**config.mk**
```make
export PLATFORM = sky130hd
export DESIGN_NAME = router_sta
export DESIGN_NICKNAME = d
export VERILOG_FILES = /design/src/rtl/router_sta.sv
export SDC_FILE = /design/constraint.sdc
export NUM_CORES = 1
export LEC_CHECK = 0
export ABC_CLOCK_PERIOD_IN_PS = 1100
export CORE_AREA = 2 2 39 41
export DETAILED_ROUTE_END_ITERATION = 16
export DIE_AREA = 0 0 41 43
export SLEW_MARGIN = 10
export SYNTH_ARGS = -nofsm -noshare
export SYNTH_HDL_FRONTEND = slang
export SYNTH_SLANG_ARGS = --single-unit
```
**constraint.sdc**
```tcl
create_clock -name clk -period 1.1 [get_ports clk]
set_input_delay 0.275 -clock clk [delete_from_list [all_inputs] [get_ports clk]]
set_output_delay 0.275 -clock clk [all_outputs]
set_load 0.03 [all_outputs]
```
**src/rtl/router_sta.sv**
```systemverilog
// rtl/router_sta.sv - registered static XY/YX route computation for one 2x4 mesh router
// Address layout {Y, X[1:0]}; port holds NONE (3'b111) until the first enabled edge.
module router_sta #(
  parameter int ROUTE_MODE = 0
) (
  input  logic       clk,
  input  logic       rst_n,
  input  logic       en,
  input  logic [2:0] router_add,
  input  logic [2:0] dst,
  output logic [2:0] port
);

  localparam logic [2:0] P_LOCAL = 3'b000;
  localparam logic [2:0] P_EAST  = 3'b001;
  localparam logic [2:0] P_WEST  = 3'b010;
  localparam logic [2:0] P_NORTH = 3'b011;
  localparam logic [2:0] P_SOUTH = 3'b100;
  localparam logic [2:0] P_NONE  = 3'b111;

  logic [1:0] w_cx;
  logic [1:0] w_dx;
  logic       w_cy;
  logic       w_dy;
  logic [2:0] w_x_port;
  logic [2:0] w_y_port;
  logic [2:0] w_route;
  logic [2:0] r_port;

  assign w_cx = router_add[1:0];
  assign w_cy = router_add[2];
  assign w_dx = dst[1:0];
  assign w_dy = dst[2];

  // Each dimension resolves to LOCAL when already aligned, so ordering is a simple fallthrough.
  always_comb begin
    w_x_port = P_LOCAL;
    if (w_dx > w_cx)
      w_x_port = P_EAST;
    else if (w_dx < w_cx)
      w_x_port = P_WEST;
  end

  always_comb begin
    w_y_port = P_LOCAL;
    if (w_dy > w_cy)
      w_y_port = P_SOUTH;
    else if (w_dy < w_cy)
      w_y_port = P_NORTH;
  end

  always_comb begin
    w_route = P_LOCAL;
    if (ROUTE_MODE == 0)
      w_route = (w_x_port != P_LOCAL) ? w_x_port : w_y_port;
    else
      w_route = (w_y_port != P_LOCAL) ? w_y_port : w_x_port;
  end

  // rst_n is active-high despite its name.
  always_ff @(posedge clk) begin
    if (rst_n)
      r_port <= P_NONE;
    else if (en)
      r_port <= w_route;
  end

  assign port = r_port;

endmodule

```
==> results of run 1 <==
area by class of cell:
class                           count  area [sq um]  area share [%]
Multi-Input combinational cell     12           129            34.7
Timing Repair Buffer               14           121            32.7
Sequential cell                     3          60.1            16.2
Clock buffer                        4          26.3            7.07
Tap cell                           16          20.0            5.39
Inverter                            4          15.0            4.04
metrics by stage:
| step | instances | hold slack [ns] | setup WS, ns |
|---|---|---|---|
| after floorplan | 19 | 0.368 | 0.00559 |
| after global placement | 49 | 0.466 | -0.544 |
| after detailed placement | 49 | 0.470 | -0.557 |
| after CTS | 53 | 0.481 | 0.0303 |
| after global routing | 53 | 0.499 | 0.00470 |
| final | 53 | 0.473 | 0.0426 |
routing by layer:
layer / GRT usage (%) / wire (um) / up-vias
met5: 0 / 0 / -
met4: 8.00 / 0 / 0
met2: 9.38 / 235 / 7
met3: 1.57 / 42 / 0
met1: 4.81 / 181 / 95
li1: - / - / 104
kinds of logic after synthesis:
logic type / count (synthesis) / synth area share, %
AO/OA/AOI/OAI: 8 / 37.8
buffers and inverters: 4 / 8.39
adder cells (fa/ha/maj): 2 / 14.0
AND/OR/NAND/NOR: 2 / 6.29
flip-flops: 3 / 33.6
final timing paths:
path / from / endpoint / slack, ns / cells past startpoint
min: port[2] / port[2] / 0.47 / 2
min reg2reg: port[2] / port[2] / 0.47 / 2
max reg2reg: port[1] / port[1] / 0.33 / 1
max: router_add[2] / port[2] / 0.04 / 3
report_power, final:
group | leakage [nW] | switching (mW) | total, mW | internal (mW)
combinational | 0.124 | 0.0563 | 0.119 | 0.0627
clock | 0.0150 | 0.0548 | 0.191 | 0.136
sequential | 0.0250 | 0.00451 | 0.123 | 0.119
total | 0.164 | 0.116 | 0.433 | 0.317
synthesized netlist by cell type:
cell type / n
sky130_fd_sc_hd__o41ai_2: 1
sky130_fd_sc_hd__nand2_1: 1
sky130_fd_sc_hd__ha_1: 2
sky130_fd_sc_hd__o21ai_2: 1
sky130_fd_sc_hd__a21oi_1: 3
sky130_fd_sc_hd__a41o_2: 1
sky130_fd_sc_hd__o21ai_0: 1
sky130_fd_sc_hd__o32a_2: 1
sky130_fd_sc_hd__and2b_1: 1
sky130_fd_sc_hd__inv_1: 4
sky130_fd_sc_hd__dfxtp_1: 3
what timing repair did:
action	in CTS	in global routing
endpoints found under the setup margin	3	3
pin swaps	6	1
gates resized for setup	11	0
==> qor.yml, run 1 <==
post_dp_cell_area_sq_um: 337
ys.warnings.count: 0
clk_path_buf_depth: 2
final_sum_of_negative_setup_slack_ns: 0
static-leakage-power_nw: 0.164
fin_area_sq_um: 372
vdd.ir_drop.worst_v: 0.000401
via_count: 206
tmin_final_ns: 1.06
max_freq_ghz: 0.946
kind_of_end_point_of_the_critical_path: "flip-flop"
wire_per_inst_um: 8.66
yosys.area.top_type_share_pct: 33.6
antenna_left: 0
chipHeight_um: 43
finalSetupViolations: 0
gpl.final_weighted_congestion: 0.678
dr.pass1.iters: 1
core.rowCount: 14
unrepaired_setup_endpoints_after_global_routing: "no"
area.growth.synth_to_final_pct: 108
grt_pass1_vias: 217
syn_inst: 19
drive_gt1_share_pct: 45.9
crit_path_top_delay_cell: "sky130_fd_sc_hd__clkdlybuf4s50_1"
crit_path_max_incr_delay_ns: 0.43
synth.largest_area_cell: "sky130_fd_sc_hd__dfxtp_1"
post-route-drc-count: 0
effective_utilization_at_floorplan_pct: 12.9
largest_register_ff_count: 3
cp_data_required_time_ns: 1.23
grt_antenna_before_repair: 0
io_buffers: 11
run_status: "completed"
synth_sequential_area_ratio_pct: 33.6
die-width_um: 41
report.final.hold_viol_count: 0
antenna_cells: 0
cp-start-kind: "input pin"
globalRouteOverflowTotal: 0
cp_data_arrival_time_ns: 1.18
cts_inserted_buffers: 3
detailedPlacementHpwl_um: 382
die_area_sq_mm: 0.00176
track_usage_pct: 6.02
design_power_total_mw: 0.433
critPathKind: "input pin to flip-flop"
detailedRoute.firstIterationViolations: 0
layout_commonest_cell: "sky130_fd_sc_hd__buf_4"
postSynthRegisterBits: 3
yosys.cell_types.count: 11
post_synth_main_area_contributors: "sky130_fd_sc_hd__dfxtp_1, sky130_fd_sc_hd__ha_1, sky130_fd_sc_hd__o41ai_2"
postCtsSetupRepairBufs: 0
power_density_mw_per_mm2: 1160
cts_hold_buf: 0
finalNetCount: 49
synth_area_sq_um: 179
vias_per_cell: 3.89
cp_top_family: "buffers and inverters"
average_size_of_a_mapped_cell_sq_um: 9.42
timing_worst_slew_pin_value_ns: 0.239
critical_path_peak_fanout: 2
timing_max_transition_violations_final: 0
final.period_utilization_pct: 96.1
cts_tree: "built"
max_cap_viol: 0
wire_length_after_detailed_routing_um: 459
finalCoreUtilization_pct: 26.9
maxSlewHeadroom_pct: 83.9
path_clk_slew_ns: 0.03
clock_insertion_delay_worst_skew_ns: 0.23
min-delay-path-class: "flip-flop to flip-flop"
final.fill_count: 158
cts-htree-levels: 1
postSynthNetCount: 30
crit_chain: "clkdlybuf4s50_1 -> buf_4 -> o41ai_2"
clock_sinks: 3
grt_start_max_net_pins: 4
max_clock_skew_ns: 0
cts-root-buf: "sky130_fd_sc_hd__clkbuf_4"
wire_length_of_the_first_global_routing_pass_um: 648
design.core.area_sq_mm: 0.00138
num_io_pins: 12
path_buf_inv: 2
(Power assumes the default switching activity.)
==> run 2: changes to the inputs <==
Settings changed: CTS_CLUSTER_DIAMETER from default to 60, HOLD_SLACK_MARGIN from default to 0.1, SKIP_CTS_REPAIR_TIMING from default to 1.
==> qor.yml, run 2 (synthesis gave the netlist of run 1 again) <==
run_status: "completed"
reg2reg_depth: 1
antenna_left: 0
cts-root-buf: "sky130_fd_sc_hd__clkbuf_4"
cts-htree-levels: 1
max_clock_skew_ns: 0
cts_inserted_buffers: 3
globalRouteOverflowTotal: 0
final_cells: 54
timing.final.ws_setup_ns: 0.0442
wire_per_inst_um: 8.89
r2r_setup_slack_ns: 0.33
cp_data_required_time_ns: 1.23
crit_chain: "buf_6 -> ha_4 -> and2b_1 -> o21ai_2 -> o41ai_2"
kind_of_end_point_of_the_critical_path: "flip-flop"
timing_worst_slew_pin_value_ns: 0.239
critPathKind: "input pin to flip-flop"
cp_data_arrival_time_ns: 1.18
finalSetupViolations: 0
detailedPlacementHpwl_um: 382
highest_layer: "met3"
wl_met3_um: 42
cp-startpoint: "dst[1]"
worstReg2RegStart: "port[1]"
gpl.final_weighted_congestion: 0.678
final.period_utilization_pct: 96.0
die-width_um: 41
report.final.hold_viol_count: 0
tmin_final_ns: 1.06
post-place-cells: 49
effective_utilization_at_floorplan_pct: 12.9
wire_length_of_the_first_global_routing_pass_um: 655
detailedRoute.firstIterationViolations: 0
cp-start-kind: "input pin"
crit_path_top_delay_cell: "sky130_fd_sc_hd__o41ai_2"
preCtsSetupSlack_ns: -0.557
area_occupied_by_registers_sq_um: 60.1
grt_pass1_vias: 221
critical_path_peak_fanout: 3
core.rowCount: 14
layout_commonest_cell: "sky130_fd_sc_hd__buf_4"
maxSlewHeadroom_pct: 83.9
path_clk_slew_ns: 0.04
die_area_sq_mm: 0.00176
max_freq_ghz: 0.947
worstHoldStart: "en"
regToRegEndpoint: "port[1]"
static-leakage-power_nw: 0.194
timing_max_transition_violations_final: 0
track_usage_pct: 6.02
largest_register_ff_count: 3
crit_path_max_incr_delay_ns: 0.34
met2_length_um: 262
min-delay-path-class: "input pin to flip-flop"
dr.pass1.iters: 1
clock_insertion_delay_worst_skew_ns: 0.23
post-route-drc-count: 0
crit_end: "port[2]"
route.layer.met1.wl_um: 175
hold-worst-slack_ns: 0.382
design.core.area_sq_mm: 0.00138
clock_sinks: 3
clk_path_buf_depth: 2
vias_per_cell: 3.96
io_buffers: 11
area.growth.synth_to_final_pct: 113
power_density_mw_per_mm2: 1150
drive_gt1_share_pct: 55.3
grt_antenna_before_repair: 0
num_io_pins: 12
grt_start_max_net_pins: 4
unrepaired_setup_endpoints_after_global_routing: "yes"
vdd.ir_drop.worst_v: 0.000401
cts_tree: "built"
via_count: 214
chipHeight_um: 43
finalNetCount: 50
area_of_combinational_cells_with_multiple_inputs_sq_um: 119
antenna_cells: 0
max_cap_viol: 0
mostFrequentLayoutCells: "sky130_fd_sc_hd__buf_4, sky130_fd_sc_hd__a21oi_1, sky130_fd_sc_hd__clkbuf_4, sky130_fd_sc_hd__dlymetal6s2s_1, sky130_fd_sc_hd__dfxtp_1"
wire_length_after_detailed_routing_um: 480
final.fill_count: 163
==> run 2: cell count changes in the layout (fill, tap and decap cells not counted), moves of 2 or more <==
cell / previous run / this run
sky130_fd_sc_hd__dlygate4sd2_1: 3 / 0
sky130_fd_sc_hd__dlymetal6s2s_1: 0 / 3
sky130_fd_sc_hd__buf_6: 0 / 2
sky130_fd_sc_hd__clkdlybuf4s15_1: 2 / 0
==> run 2: final cells by class <==
| type | instances | area share, % |
|---|---|---|
| Clock buffer | 4 | 6.91 |
| Sequential cell | 3 | 15.8 |
| Inverter | 4 | 4.61 |
| Timing Repair Buffer | 15 | 36.2 |
| Tap cell | 16 | 5.26 |
| Multi-Input combinational cell | 12 | 31.2 |
==> run 2: worst min path at each step <==
stage,end,depth (start not counted)
floorplan,port[2],2
global placement,port[2],2
finish,port[1],2
global route,port[1],2
CTS,port[2],2
detailed placement,port[2],2
==> run 2: power by group <==
part / total, mW / internal [mW] / switching, mW
logic: 0.124 / 0.0677 / 0.0566
clock network: 0.191 / 0.136 / 0.0548
registers: 0.123 / 0.119 / 0.00459
==> run 2: metrics by stage <==
| stage | TNS, ns | area [sq um] | util [%] | power [mW] |
|---|---|---|---|---|
| floorplan | 0 | 191 | - | 0.182 |
| global placement | -1.50 | 337 | 24.3 | 0.245 |
| detailed placement | -1.53 | 337 | 24.3 | 0.247 |
| CTS | -0.808 | 363 | 26.2 | 0.450 |
| global route | -0.0107 | 380 | 27.5 | 0.469 |
| finish | 0 | 380 | 27.5 | 0.438 |
==> run 2: routing by layer <==
metal | up-vias | GRT usage (%)
li1 | 106 | -
met1 | 101 | 4.17
met2 | 7 | 10.0
met3 | 0 | 1.57
met4 | 0 | 8.00
met5 | - | 0
==> run 2: worst max-delay path: cells and delay by family <==
kind,cells,cell delay (ns)
AO/OA/AOI/OAI,2,0.42
adder cells (fa/ha/maj),1,0.26
AND/OR/NAND/NOR,1,0.13
buffers and inverters,1,0.10
